<file path="src/rtl/uart_alu_frame_ctrl_pkg.sv">
// Shared encodings for the UART <-> ALU frame controller.
package uart_alu_frame_ctrl_pkg;

    localparam int unsigned BYTE_W = 8;

    localparam logic [2:0] ST_RX_A    = 3'd0;
    localparam logic [2:0] ST_RX_B    = 3'd1;
    localparam logic [2:0] ST_RX_OP   = 3'd2;
    localparam logic [2:0] ST_EXEC    = 3'd3;
    localparam logic [2:0] ST_TX_SEND = 3'd4;
    localparam logic [2:0] ST_TX_WAIT = 3'd5;

    typedef enum logic [2:0] {
        S_RX_A    = ST_RX_A,
        S_RX_B    = ST_RX_B,
        S_RX_OP   = ST_RX_OP,
        S_EXEC    = ST_EXEC,
        S_TX_SEND = ST_TX_SEND,
        S_TX_WAIT = ST_TX_WAIT
    } state_t;

    function automatic logic is_busy_state(input state_t s);
        return (s == S_EXEC) || (s == S_TX_SEND) || (s == S_TX_WAIT);
    endfunction

endpackage

</file>
<file path="src/rtl/uart_frame_timeout.sv">
// Inter-byte watchdog: counts idle cycles while a frame is open and flags expiry.
module uart_frame_timeout #(
    parameter int unsigned TIMEOUT_CYCLES = 100000
) (
    input  logic i_clock,
    input  logic i_reset,
    input  logic i_enable,
    input  logic i_clear,
    output logic o_expire_c
);

    localparam int unsigned CNT_W = (TIMEOUT_CYCLES > 1) ? $clog2(TIMEOUT_CYCLES) : 1;
    localparam int unsigned LAST  = (TIMEOUT_CYCLES > 0) ? TIMEOUT_CYCLES - 1 : 0;

    logic [CNT_W-1:0] count;

    // A byte in the expiry cycle wins over the timeout.
    assign o_expire_c = (TIMEOUT_CYCLES != 0) && i_enable && !i_clear
                        && (count == CNT_W'(LAST));

    always_ff @(posedge i_clock or negedge i_reset) begin
        if (!i_reset) begin
            count <= '0;
        end else if (!i_enable || i_clear || o_expire_c) begin
            count <= '0;
        end else if (TIMEOUT_CYCLES != 0) begin
            count <= count + CNT_W'(1);
        end
    end

endmodule

</file>
<file path="src/rtl/uart_alu_frame_ctrl.sv">
// Loads multi-byte little-endian operands/opcode from UART, commits them to the
// ALU atomically and streams the result back LSB-first.
module uart_alu_frame_ctrl
    import uart_alu_frame_ctrl_pkg::*;
#(
    parameter int unsigned NB_DATA        = 8,
    parameter int unsigned NB_OP          = 6,
    parameter int unsigned TIMEOUT_CYCLES = 100000
) (
    input  logic               i_clock,
    input  logic               i_reset,
    input  logic [BYTE_W-1:0]  i_rx_data,
    input  logic               i_rx_done,
    output logic [NB_DATA-1:0] o_data_a,
    output logic [NB_DATA-1:0] o_data_b,
    output logic [NB_OP-1:0]   o_operation,
    input  logic [NB_DATA-1:0] i_alu_result,
    output logic [BYTE_W-1:0]  o_tx_data,
    output logic               o_tx_start,
    input  logic               i_tx_done,
    output logic               o_busy,
    output logic               o_timeout
);

    localparam int unsigned BYTES = NB_DATA / BYTE_W;
    localparam int unsigned K_W   = (BYTES > 1) ? $clog2(BYTES) : 1;
    localparam logic [K_W-1:0] K_LAST = K_W'(BYTES - 1);

    state_t             state, state_nxt;
    logic [K_W-1:0]     k, k_nxt, k_inc;
    logic [NB_DATA-1:0] shadow_a, shadow_a_nxt;
    logic [NB_DATA-1:0] shadow_b, shadow_b_nxt;
    logic [NB_DATA-1:0] tx_hold, tx_hold_nxt;
    logic [NB_DATA-1:0] data_a_nxt, data_b_nxt;
    logic [NB_OP-1:0]   operation_nxt;
    logic [BYTE_W-1:0]  tx_data_nxt;
    logic               tx_start_nxt, busy_nxt, timeout_nxt;
    logic               frame_open_c, rx_accept_c, expire_c;

    assign k_inc        = k + K_W'(1);
    assign rx_accept_c  = i_rx_done && !is_busy_state(state);
    assign frame_open_c = ((state == S_RX_A) && (k != '0)) || (state == S_RX_B)
                          || (state == S_RX_OP);

    uart_frame_timeout #(
        .TIMEOUT_CYCLES(TIMEOUT_CYCLES)
    ) u_timeout (
        .i_clock    (i_clock),
        .i_reset    (i_reset),
        .i_enable   (frame_open_c),
        .i_clear    (rx_accept_c),
        .o_expire_c (expire_c)
    );

    // Next-state and next-output logic; every register has a hold default.
    always_comb begin
        state_nxt     = state;
        k_nxt         = k;
        shadow_a_nxt  = shadow_a;
        shadow_b_nxt  = shadow_b;
        tx_hold_nxt   = tx_hold;
        data_a_nxt    = o_data_a;
        data_b_nxt    = o_data_b;
        operation_nxt = o_operation;
        tx_data_nxt   = o_tx_data;
        tx_start_nxt  = 1'b0;
        timeout_nxt   = 1'b0;

        unique case (state)
            S_RX_A: begin
                if (i_rx_done) begin
                    shadow_a_nxt[{k, 3'b000} +: BYTE_W] = i_rx_data;
                    if (k == K_LAST) begin
                        k_nxt     = '0;
                        state_nxt = S_RX_B;
                    end else begin
                        k_nxt = k_inc;
                    end
                end
            end
            S_RX_B: begin
                if (i_rx_done) begin
                    shadow_b_nxt[{k, 3'b000} +: BYTE_W] = i_rx_data;
                    if (k == K_LAST) begin
                        k_nxt     = '0;
                        state_nxt = S_RX_OP;
                    end else begin
                        k_nxt = k_inc;
                    end
                end
            end
            S_RX_OP: begin
                if (i_rx_done) begin
                    data_a_nxt    = shadow_a;
                    data_b_nxt    = shadow_b;
                    operation_nxt = i_rx_data[NB_OP-1:0];
                    state_nxt     = S_EXEC;
                end
            end
            S_EXEC: begin
                // Result is registered here; first byte goes straight from the ALU.
                tx_hold_nxt  = i_alu_result;
                k_nxt        = '0;
                tx_data_nxt  = i_alu_result[BYTE_W-1:0];
                tx_start_nxt = 1'b1;
                state_nxt    = S_TX_SEND;
            end
            S_TX_SEND: begin
                state_nxt = S_TX_WAIT;
            end
            S_TX_WAIT: begin
                if (i_tx_done) begin
                    if (k != K_LAST) begin
                        k_nxt        = k_inc;
                        tx_data_nxt  = tx_hold[{k_inc, 3'b000} +: BYTE_W];
                        tx_start_nxt = 1'b1;
                        state_nxt    = S_TX_SEND;
                    end else begin
                        state_nxt = S_RX_A;
                    end
                end
            end
            default: begin
                state_nxt = S_RX_A;
                k_nxt     = '0;
            end
        endcase

        // Stale partial frame: drop it, committed outputs untouched.
        if (expire_c) begin
            state_nxt    = S_RX_A;
            k_nxt        = '0;
            shadow_a_nxt = '0;
            shadow_b_nxt = '0;
            timeout_nxt  = 1'b1;
        end

        busy_nxt = is_busy_state(state_nxt);
    end

    always_ff @(posedge i_clock or negedge i_reset) begin
        if (!i_reset) begin
            state       <= S_RX_A;
            k           <= '0;
            shadow_a    <= '0;
            shadow_b    <= '0;
            tx_hold     <= '0;
            o_data_a    <= '0;
            o_data_b    <= '0;
            o_operation <= '0;
            o_tx_data   <= '0;
            o_tx_start  <= 1'b0;
            o_busy      <= 1'b0;
            o_timeout   <= 1'b0;
        end else begin
            state       <= state_nxt;
            k           <= k_nxt;
            shadow_a    <= shadow_a_nxt;
            shadow_b    <= shadow_b_nxt;
            tx_hold     <= tx_hold_nxt;
            o_data_a    <= data_a_nxt;
            o_data_b    <= data_b_nxt;
            o_operation <= operation_nxt;
            o_tx_data   <= tx_data_nxt;
            o_tx_start  <= tx_start_nxt;
            o_busy      <= busy_nxt;
            o_timeout   <= timeout_nxt;
        end
    end

endmodule

</file>
<file path="config.mk">
export PLATFORM = sky130hd
export DESIGN_NAME = uart_alu_frame_ctrl
export DESIGN_NICKNAME = d
export VERILOG_FILES = /design/src/rtl/uart_alu_frame_ctrl_pkg.sv /design/src/rtl/uart_frame_timeout.sv /design/src/rtl/uart_alu_frame_ctrl.sv
export SDC_FILE = /design/constraint.sdc
export NUM_CORES = 1
export LEC_CHECK = 0
export BUFFER_PORTS_ARGS = -buffer_cell sky130_fd_sc_hd__buf_4
export CORE_MARGIN = 2
export CORE_UTILIZATION = 53
export DETAILED_ROUTE_END_ITERATION = 10
export PLACE_DENSITY = 0.88
export SYNTH_ARGS = -nofsm -noshare
export SYNTH_HDL_FRONTEND = slang
export SYNTH_SLANG_ARGS = --single-unit
</file>
<file path="constraint.sdc">
create_clock -name i_clock -period 1.8 [get_ports i_clock]
set_input_delay 0.45 -clock i_clock [delete_from_list [all_inputs] [get_ports i_clock]]
set_output_delay 0.45 -clock i_clock [all_outputs]
set_load 0.03 [all_outputs]
</file>
# [Yosys cells after proc, flatten, opt, wreduce, memory -nomap -nowiden]
# Index checks and enable logic that the tools add are counted.
[word_totals] regBits=78 output_inout_bits=33 wordCells=90
[op_classes] n_addsub=3 n_eq_ne=14 n_shift=3 mux=30 reduce_logical=27
[ops] operator="8-bit two-way mux" count=8
[ops] operator="3-bit two-way mux" count=8
[ops] operator="3-bit one-hot mux with 6 select lines" count=1
[ops] operator="17-bit by 1-bit adder with 17-bit output (second input constant)" count=1
[ops] operator="17-bit == test (second input constant)" count=1
[ops] operator="17-bit two-way mux" count=1
[ops] operator="8-bit bitwise mux" count=2
[ops] operator="8-bit one-hot mux with 2 select lines" count=1
[ops] operator="3-bit == test (second input constant)" count=4
[ops] operator="3-bit by 2-bit == test with 1-bit output (second input constant)" count=3
[ops] operator="1-bit logical OR" count=8
[ops] operator="2-bit nonzero test" count=4
[ops] operator="8-bit by 6-bit variable shift with 8-bit output (first input constant)" count=1
[ops] operator="8-bit by 5-bit variable part select with 8-bit output" count=1
[ops] operator="8-bit by 6-bit variable part select with 8-bit output" count=1
[ops] operator="1-bit two-way mux" count=7
[ops] operator="4-bit negation with 6-bit output" count=1
[ops] operator="2-bit AND reduction" count=3
[ops] operator="3-bit AND reduction" count=2
[ops] operator="1-bit logical AND" count=4
[ops] operator="2-bit != test (second input constant)" count=2
[ops] operator="2-bit OR reduction" count=2
[ops] operator="3-bit by 1-bit == test with 1-bit output (second input constant)" count=1
[ops] operator="1-bit zero test" count=3
[ops] operator="other kinds (7)" count=7

# [Logic depth before layout (Yosys ltp)]
# Gate-level depths: netlist of the first run.
[depth] word_depth=12 depth_mapped=7

# [Hierarchy]
# From an unflattened synthesis of the first run, not the netlist that was laid out.
[unflattened] cells_unflattened=242 hier_area_um2=2985.4
[modules_own_cells] mod="uart_alu_frame_ctrl" instances=1 cells_per_inst=154 area_each_um2=2089.5
[modules_own_cells] mod="uart_frame_timeout" instances=1 cells_per_inst=88 area_each_um2=895.9

# [Worst setup path before layout of the first run]
# OpenSTA, ideal clock, no wires.
[synth_timing] path_type="register -> register" startpoint="register state[0]" endpoint="register o_operation[2]" setup_time_ns=0.125 arrival_time_ns=1.526 required_time_ns=1.675 slack_ns=0.149 stages_incl_launch_ff=7 n_path_buf=3 synth_period_minus_slack_ns=1.651 path_cell_list="dfrtp_1 -> clkbuf_1 -> nor2b_1 -> and2_1 -> clkbuf_1 -> buf_2 -> mux2_2"
[synth_via] elab_chain_cells=2
[synth_rtl] item="from (decl)" line_no="uart_alu_frame_ctrl.sv:29" rtl="state_t state, state_nxt;"
[synth_rtl] item="from (signal assigned)" line_no="uart_alu_frame_ctrl.sv:156" rtl="state <= state_nxt;"
[synth_rtl] item="3-bit by 2-bit == test with 1-bit output" line_no="uart_alu_frame_ctrl.sv:69" rtl="unique case (state)"
[synth_rtl] item="2-bit AND reduction (no line)"
[synth_rtl] item="to (signal assigned)" line_no="uart_alu_frame_ctrl.sv:163" rtl="o_operation <= operation_nxt;"
[synth_rtl] item="to (decl)" line_no="uart_alu_frame_ctrl.sv:16" rtl="output logic [NB_OP-1:0] o_operation,"
# Every way passes these cells.
# A chain may end at the register's enable or synchronous reset.

# [Worst setup path after layout of the first run]
[layout_timing] startpoint="register u_timeout.count[6]" endpoint="register u_timeout.count[15]"
[layout_via] elab_chain_cells=4 word_cells_on_any_way=5 classes_between="add/sub (1); eq/ne (1); mux (1); reduce/logical (2)"
[layout_rtl] item="from (decl)" line_no="uart_frame_timeout.sv:15" rtl="logic [CNT_W-1:0] count;"
[layout_rtl] item="from (signal assigned)" line_no="uart_frame_timeout.sv:27" rtl="count <= count + CNT_W'(1);"
[layout_rtl] item="branches (longest 3 deep; another with 17-bit by 1-bit adder with 17-bit output)"
[layout_rtl] item="17-bit two-way mux (*)" line_no="uart_frame_timeout.sv:24" rtl="end else if (!i_enable || i_clear || o_expire_c) begin"
# Mark *: on every way between the ends.

==> results of run 1 <==
==> routing by layer <==
layer  vias up  wire (µm)  GRT usage, %
li1       1017          -             -
met1      1049       2573         28.53
met2        62       2993         36.29
met3        13        299         5.233
met4         0        138         9.464
met5         -          0             0
==> critical path: stages, from the launching register on <==
cell and delay, ps:
dfrtp_1 460, nand4_4 170, or3_4 420, or3_1 360
a21oi_1 140
==> state kept, by name, summed over array words and instances (netlist names) <==
| signal | flops |
|---|---|
| o_busy | 1 |
| o_data_a | 8 |
| o_data_b | 8 |
| o_operation | 6 |
| o_timeout | 1 |
| o_tx_data | 8 |
| o_tx_start | 1 |
| shadow_a | 8 |
| shadow_b | 8 |
| state | 3 |
| u_timeout.count | 17 |
==> area by class of cell <==
cell class	count	area [µm²]	area share [%]
timing repair buffer	60	490.5	13.62
multi-input combinational	183	1091	30.30
tap	70	87.58	2.432
sequential	69	1727	47.95
clock inverter	5	35.03	0.9729
clock buffer	11	151.4	4.204
inverter	5	18.77	0.5212
==> through the flow <==
step	instance area [µm²]	setup WS, ps	std cells	hold WS, ps
floorplan	2877	149.4	266	154.4
CTS	3601	184.6	403	285.6
global placement	3405	256.8	386	287.5
global route	3601	67.59	403	293.5
finish	3601	177.4	403	289.3
detailed placement	3405	205.6	386	292.6
==> cells in the mapped netlist, types with 2 or more instances <==
library cell / n
nor3_1: 5
or3_1: 3
nand4_1: 5
nor2b_1: 3
nand2b_1: 2
xnor2_1: 10
a21oi_1: 19
and2_1: 2
nor4_1: 4
nand3_1: 4
xor2_1: 4
nand2_1: 64
inv_1: 4
dfrtp_1: 69
nor2_1: 20
mux2_2: 22
buf_2: 4
nor4b_1: 2
clkbuf_1: 3
==> power groups by stage <==
stage          Clock [mW]  Sequential, mW  Combinational [mW]
3_5_place_dp            0            2.50                2.50
3_3_place_gp            0            2.47                2.42
6_report             1.16            2.47                2.50
4_1_cts              1.17            2.47                2.52
5_1_grt              1.25            2.56                2.70
2_1_floorplan           0            3.11               0.934
==> cells in the final DEF (no fill, tap or decap), drive strengths merged, types with 5 or more instances in the layout <==
| cell | n |
|---|---|
| dfrtp | 69 |
| nand2 | 64 |
| buf | 59 |
| mux2 | 22 |
| nor2 | 21 |
| a21oi | 19 |
| clkbuf | 11 |
| xnor2 | 10 |
| nand4 | 6 |
| nor3 | 5 |
| nand3 | 5 |
| clkinv | 5 |
==> path summary, 6_finish.rpt <==
check                      cells past startpoint  slack, ps          startpoint                   to
setup / recovery                               4        180  u_timeout.count[6]  u_timeout.count[15]
hold / removal                                 3        290     i_alu_result[1]         o_tx_data[1]
setup reg to reg                               4        180  u_timeout.count[6]  u_timeout.count[15]
hold reg to reg                                2        480        o_tx_data[1]         o_tx_data[1]
max in group asynchronous                      3        750             i_reset          o_data_b[7]
min in group asynchronous                      2        520             i_reset           o_tx_start
==> cell families after synthesis <==
family	synth area share, %
AO/OA/AOI/OAI	3.958
XOR/XNOR	4.262
adder cells (fa/ha/maj)	0.4349
buffers and inverters	2.044
flip-flops	60.03
multiplexers	8.613
AND/OR/NAND/NOR	20.66
==> impl_metrics.yaml, run 1 <==
status:
  status: "finished, final reports clean"
setup_path:
  cp-end-kind: "flip-flop"
  worst_ep_required_time_ps: 2070
  worstPathMaxFanout: 7
  start_kind: "flip-flop"
  crit_type: "reg2reg"
  critical_path_arrival_ps: 1890
drt:
  via_per_inst: 5.313
  first_pass_iters: 5
  wl_um: 6004
  first_iter_violations: 184
  route.detailed.drc: 0
  ant_nets: 0
  vias: 2141
  routedWlPerCell_um: 14.90
clock_network:
  clk_latency_ps: 340
  cts.sink_count: 69
  clk_pin_slew_ps: 70
  numCtsBuffers: 9
  post_cts_buffers: 0
  clockRootBuffer: "clkbuf_8"
  tritoncts: "yes"
  cts.htree.levels: 3
  cts_hold_buf: 1
  cts-resized-gates: 0
  cts.path.max_buffers: 2
synth:
  syn_area_per_cell_um2: 10.81
  synth-edff-count: 0
  synth_top_area_cell: "dfrtp_1"
  ys_seq_area_share_pct: 60.03
  yosysWarnings: 0
  netlist.area_leader.share_pct: 60.03
  synthDistinctLibCells: 36
  synthTopCellsByArea: "dfrtp_1 (60%), mux2_2 (8.6%), nand2_1 (8.4%)"
  ys_async_sr_fraction_pct: 100.0
  yosys_most_used_dff: "dfrtp_1"
  synth_nets: 287
  synth_area_um2: 2877
  synth_cells: 266
  ys_ff_latch: 69
sta:
  setup_viol: 0
  slew_viol_final: 0
  tightest_slew_ps: 420.9
  skew_ps: 7.153
  final_hold_viol_count: 0
  period_needed_ps: 1623
  tns_ps: 0
  fmaxAchievable_mhz: 616.3
  period_share_pct: 90.15
  slew-limit-headroom_pct: 71.86
  rsz0062_at_grt: "false"
final_layout:
  n_antenna_cell: 0
  drive_gt1_share_pct: 30.93
  nNetsFinal: 349
  fillers: 350
  fin_util_pct: 69.62
  syn_to_final_growth_pct: 25.18
die:
  io_pins: 53
  initial_core_util_pct: 55.61
  core_area_um2: 5172
  dieHeight_um: 77.67
  rows: 26
  die_area_um2: 6033
  die_w_um: 77.67
pwr:
  vdd_drop_max_v: 0.001045
  p_per_area_nw_per_um2: 1701
  seqPwrFrac_pct: 40.4
  switching_share_pct: 38.97
  power.leakage_nw: 1.684
  switchingPower_mw: 2.386
  power_frac_clock_pct: 18.9
  combPwrFrac_pct: 40.8
  internal_power_mw: 3.738
  finalPower_mw: 6.124
run:
  drv_cap: 0
global_route:
  grt_max_degree: 61
  grt_pass1_wl_um: 10480
  grt_pass1_vias: 2245
  grtUsageTotal_pct: 22.23
  gr-total-overflow: 0
  antenna_found_initial: 0
worst_hold_path:
  hold_path.class: "in2reg"
placement:
  routabilityCongestion: 0.8111
  hpwl_um: 4104
  port_buffers: 52
No activity file was read; power rests on OpenSTA's default activity.
==> run 2, diff against run 1 <==
--- a/config.mk
+++ b/config.mk
@@ -5,11 +5,12 @@
 export SDC_FILE = /design/constraint.sdc
 export NUM_CORES = 1
 export LEC_CHECK = 0
+export ABC_AREA = 1
 export BUFFER_PORTS_ARGS = -buffer_cell sky130_fd_sc_hd__buf_4
 export CORE_MARGIN = 2
-export CORE_UTILIZATION = 53
+export CORE_UTILIZATION = 30
 export DETAILED_ROUTE_END_ITERATION = 10
-export PLACE_DENSITY = 0.88
+export PLACE_DENSITY = 0.59
 export SYNTH_ARGS = -nofsm -noshare
 export SYNTH_HDL_FRONTEND = slang
 export SYNTH_SLANG_ARGS = --single-unit
==> run 2 against run 1 <==
  * Synthesized cell count is 15% higher
  * Combinational power shrank 8.0%
  * Wire length increased by 3.8%
  * Final area rose by 4.3%
  * Critical path depth increased by 3
  * Global-route usage is 10 points lower
  * Sequential power fell by 2%
  * Core utilization shrank 31 points
  * Setup slack improved by 33 ps
  * Final cell count up 25%
  * Worst hold slack lost 290 ps
  * Fmax grew 2.1%
  * Largest power group is now registers
==> impl_metrics.yaml, run 2 <==
status:
  status: "finished, final reports clean"
die:
  initial_core_util_pct: 30.63
  io_pins: 53
  dieHeight_um: 103.7
  die_area_um2: 10750
  rows: 36
  core_area_um2: 9729
  die_w_um: 103.7
global_route:
  met3_usage_pct: 3.210
  grt_pass1_vias: 2126
  grt_max_degree: 34
  grt_pass1_wl_um: 10410
  use_met2_pct: 18.59
  gr-total-overflow: 0
  grt_use_met1_pct: 16.40
  antenna_found_initial: 0
  grtUsageTotal_pct: 12.06
  busiest_layer: "met2"
clock_network:
  cts_hold_buf: 0
  clk_latency_ps: 340
  tritoncts: "yes"
  post_cts_buffers: 0
  cts.htree.levels: 3
  numCtsBuffers: 9
  clk_pin_slew_ps: 80
  cts.sink_count: 69
  clockRootBuffer: "clkbuf_8"
  cts-resized-gates: 0
  cts.path.max_buffers: 2
drt:
  vias: 2230
  wl_um: 6231
  first_pass_iters: 5
  route.detailed.drc: 0
  ant_nets: 0
  via_per_inst: 4.425
  routedWlPerCell_um: 12.36
  first_iter_violations: 136
synth:
  synth_top_area_cell: "dfrtp_1"
  syn_area_per_cell_um2: 9.772
  synthTopCellsByArea: "dfrtp_1 (58%), nand2_1 (9.4%), nand3_1 (7.1%)"
  yosysMostFrequentCell: "nand2_1"
  synth-edff-count: 0
  ys_seq_area_share_pct: 57.93
  ys_ff_latch: 69
  synth_area_um2: 2980
  netlist.area_leader.share_pct: 57.93
  synth_nets: 326
  yosys_most_used_dff: "dfrtp_1"
  ys_async_sr_fraction_pct: 100.0
  ys_top_cells_by_count: "nand2_1 (75), dfrtp_1 (69), nand3_1 (42), nor2_1 (38), inv_1 (17)"
  synthDistinctLibCells: 26
  yosysWarnings: 0
  synth_cells: 305
final_layout:
  top_register: "u_timeout.count"
  largest_reg_flops: 17
  mostFrequentLayoutCells: "nand2_1 (75), dfrtp_1 (69), buf_4 (54)"
  fillers: 1001
  nNetsFinal: 387
  drive_gt1_share_pct: 26.95
  syn_to_final_growth_pct: 26.03
  final_cells: 504
  n_antenna_cell: 0
  final_area_um2: 3756
  final_common_cell: "nand2_1"
placement:
  routabilityCongestion: 0.8378
  port_buffers: 52
  dp.cells: 488
  dpl_cell_area_um2: 3547
  hpwl_um: 4560
  pre_cts_ws_ps: 218.7
setup_path:
  cp-end-kind: "flip-flop"
  cpMostUsedCell: "nand2_1"
  critical_path_arrival_ps: 1850
  crit_type: "reg2reg"
  cp_slowest_cell: "dfrtp_1"
  worstPathMaxFanout: 5
  worst_ep_required_time_ps: 2060
  start_kind: "flip-flop"
  slowest_delay_ps: 400
  cp_cell_sequence: "ha_1 > nand3_2 > nor3_1 > nand3_1 > nand2_1 > nand2_1 > nor2_1"
sta:
  tightest_slew_ps: 450.1
  fmaxAchievable_mhz: 629.0
  tns_ps: 0
  period_needed_ps: 1590
  setup_viol: 0
  fin_ws_ps: 210.1
  period_share_pct: 88.33
  final_hold_viol_count: 0
  slew_viol_final: 0
  slew-limit-headroom_pct: 69.76
  rsz0062_at_grt: "false"
  skew_ps: 8.454
run:
  drv_cap: 0
pwr:
  finalPower_mw: 6.053
  p_per_area_nw_per_um2: 1612
  vdd_drop_max_v: 0.0007550
  power.leakage_nw: 1.817
worst_hold_path:
  hold_path.class: "in2async"
## run 2: cell types whose count changed after synthesis, sizes merged, moves of 7 or more
| cell | delta |
|---|---|
| a21oi | -18 |
| inv | +14 |
| nand2 | +15 |
| nand3 | +39 |
| nor2 | +21 |
| xnor2 | -7 |
## run 2: where the power goes
group / switching (mW) / internal, mW
logic: 1.40 / 0.900
clock network: 0.601 / 0.718
registers: 0.327 / 2.11
total: 2.33 / 3.73
## run 2: cell families (layout without fill, tap and decap cells)
group,Yosys count,in the layout,share of synthesized area (%)
XOR/XNOR,9,9,2.645
AO/OA/AOI/OAI,2,2,0.3355
AND/OR/NAND/NOR,176,176,26.32
multiplexers,22,22,8.312
buffers and inverters,26,92,4.030
adder cells (fa/ha/maj),1,1,0.4197
flip-flops,69,69,57.93
## run 2: metrics by stage
stage	util (%)	hold slack (ps)
global placement	36.46	374.9
finish	38.61	3.514
floorplan	-	154.4
CTS	38.61	3.341
global route	38.61	13.31
detailed placement	36.46	377.5
## run 2: final cells by class
cell class                      instances  area, µm²  area share, %
Tap cell                              133      166.4          4.430
Sequential cell                        69       1727          45.97
Multi-Input combinational cell        210       1134          30.18
Inverter                               20      75.07          1.999
Timing Repair Buffer                   56      445.4          11.86
Clock inverter                          5      57.56          1.532
Clock buffer                           11      151.4          4.031
## run 2: worst paths after layout
path | startpoint | to | slack [ps] | cells after the start
min in group i_clock | i_alu_result[4] | o_tx_data[4] | 300 | 3
worst min-delay path | i_reset | o_operation[4] | 4 | 1
worst max register to register | u_timeout.count[0] | u_timeout.count[16] | 210 | 7
worst max-delay path | u_timeout.count[0] | u_timeout.count[16] | 210 | 7
worst min register to register | o_tx_data[0] | o_tx_data[0] | 480 | 2
max in group asynchronous | i_reset | o_tx_data[4] | 1300 | 2
## run 2: critical path, delay by kind of cell, from the launching register on
kind,cells,cell delay (ps)
AND/OR/NAND/NOR,6,870
adder cells (fa/ha/maj),1,250
flip-flops,1,400
## run 2: per-layer routing
layer  part of all wire [%]  vias up
met3                    4.3        6
met1                     48     1068
met2                     46       40
li1                       -     1116
met5                      0        -
met4                    1.5        0
==> run 3, diff against run 2 <==
--- a/config.mk
+++ b/config.mk
@@ -9,6 +9,7 @@
 export BUFFER_PORTS_ARGS = -buffer_cell sky130_fd_sc_hd__buf_4
 export CORE_MARGIN = 2
 export CORE_UTILIZATION = 30
+export CTS_BUF_LIST = sky130_fd_sc_hd__clkbuf_4
 export DETAILED_ROUTE_END_ITERATION = 10
 export PLACE_DENSITY = 0.59
 export SYNTH_ARGS = -nofsm -noshare
==> run 3 against run 2 <==
  * Die area unchanged
  * First-iteration DRC count down 35%
  * Non-clock buffer count up 1
  * Highest routed layer unchanged
  * Wire length down 0.40%
==> impl_metrics.yaml, run 3 (synthesis gave the netlist of run 2 again) <==
status:
  status: "finished, final reports clean"
drt:
  ant_nets: 0
  wl_um: 6206
  first_pass_iters: 4
  via_per_inst: 4.453
  vias: 2249
  route.detailed.drc: 0
  first_iter_violations: 88
  routedWlPerCell_um: 12.29
placement:
  routabilityCongestion: 0.8378
  pre_cts_ws_ps: 218.7
  hpwl_um: 4560
  port_buffers: 52
final_layout:
  syn_to_final_growth_pct: 23.80
  largest_reg_flops: 17
  final_common_cell: "nand2_1"
  n_antenna_cell: 0
  drive_gt1_share_pct: 26.34
  nNetsFinal: 388
  top_register: "u_timeout.count"
  mostFrequentLayoutCells: "nand2_1 (75), dfrtp_1 (69), buf_4 (54)"
sta:
  rsz0062_at_grt: "false"
  fmaxAchievable_mhz: 626.4
  fin_ws_ps: 203.5
  slew-limit-headroom_pct: 69.49
  tightest_slew_ps: 454.2
  setup_viol: 0
  slew_viol_final: 0
  period_needed_ps: 1596
  tns_ps: 0
  final_hold_viol_count: 0
  period_share_pct: 88.69
  fin_hold_ws_ps: 232.6
  skew_ps: 13.86
pwr:
  seqPwrFrac_pct: 42.6
  switching_share_pct: 40.03
  vdd_drop_max_v: 0.0006900
  power.leakage_nw: 1.787
  combPwrFrac_pct: 40.4
  power_frac_clock_pct: 17.0
  switchingPower_mw: 2.284
  p_per_area_nw_per_um2: 1546
  finalPower_mw: 5.705
  internal_power_mw: 3.421
worst_hold_path:
  hold_path.class: "in2reg"
  holdPathStages: 3
  min_to: "o_tx_data[4]"
  worstHoldStart: "i_alu_result[4]"
setup_path:
  r2r.worst_path.cells: 7
  crit-reg2reg-launch: "u_timeout.count[0]"
  crit_type: "reg2reg"
  worst_ep_required_time_ps: 2130
  start_kind: "flip-flop"
  regToRegSetupSlack_ps: 200
  rr_endpoint: "u_timeout.count[16]"
  critical_path_arrival_ps: 1920
  cp-end-kind: "flip-flop"
  worstPathMaxFanout: 5
die:
  core_area_um2: 9729
  dieHeight_um: 103.7
  io_pins: 53
  initial_core_util_pct: 30.63
  rows: 36
  die_w_um: 103.7
  die_area_um2: 10750
clock_network:
  clk_pin_slew_ps: 110
  numCtsBuffers: 9
  post_cts_buffers: 0
  cts_hold_buf: 1
  clockRootBuffer: "clkbuf_4"
  cts.sink_count: 69
  cts.htree.levels: 3
  tritoncts: "yes"
  cts-resized-gates: 0
  clk_latency_ps: 410
  cts.path.max_buffers: 2
global_route:
  grt_pass1_vias: 2145
  gr-total-overflow: 0
  antenna_found_initial: 0
  grt_max_degree: 34
  grtUsageTotal_pct: 12.19
  grt_pass1_wl_um: 10440
run:
  drv_cap: 0
## run 3: power groups by stage
stage | Clock [mW] | Combinational (mW) | Sequential (mW)
floorplan | 0 | 0.862 | 3.08
global placement | 0 | 2.30 | 2.46
detailed placement | 0 | 2.33 | 2.47
CTS | 1.01 | 2.34 | 2.44
global route | 1.08 | 2.49 | 2.51
finish | 0.973 | 2.30 | 2.43
## run 3: critical path: stages, from the launching register on
cell,delay [ps]
dfrtp_1,420
ha_1,250
nand3_2,140
nor3_1,380
nand3_1,130
nand2_1,80
nand2_1,50
nor2_1,90
## run 3: routing by layer
layer,track usage (%),wire [µm]
met4,6.371,135
met3,2.454,252
met2,18.59,2899
met1,16.44,2919
met5,0,0
## run 3: final cells by class
type	instances	area, µm²
fill	1019	6040
sequential	69	1727
multi-input combinational	210	1134
timing repair buffer	57	455.4
tap	133	166.4
inverter	20	75.07
clock buffer	9	67.56
clock inverter	7	65.06
## run 3: how the worst max path moves through the flow
| stage | startpoint | end | slack, ps | depth (start not counted) |
|---|---|---|---|---|
| finish | u_timeout.count[0] | u_timeout.count[16] | 200 | 7 |
| global route | u_timeout.count[0] | u_timeout.count[16] | 60 | 7 |
| CTS | u_timeout.count[0] | u_timeout.count[16] | 200 | 7 |
| detailed placement | u_timeout.count[0] | u_timeout.count[16] | 220 | 7 |
| global placement | i_rx_done | state[1] | 240 | 7 |
| floorplan | u_timeout.count[0] | shadow_a[0] | 400 | 7 |
## run 3: metrics by stage
step | util (%) | instances | cell area (µm²)
6_report | 37.92 | 505 | 3690
2_1_floorplan | - | 305 | 2980
5_1_grt | 37.92 | 505 | 3690
3_3_place_gp | 36.46 | 488 | 3547
3_5_place_dp | 36.46 | 488 | 3547
4_1_cts | 37.92 | 505 | 3690
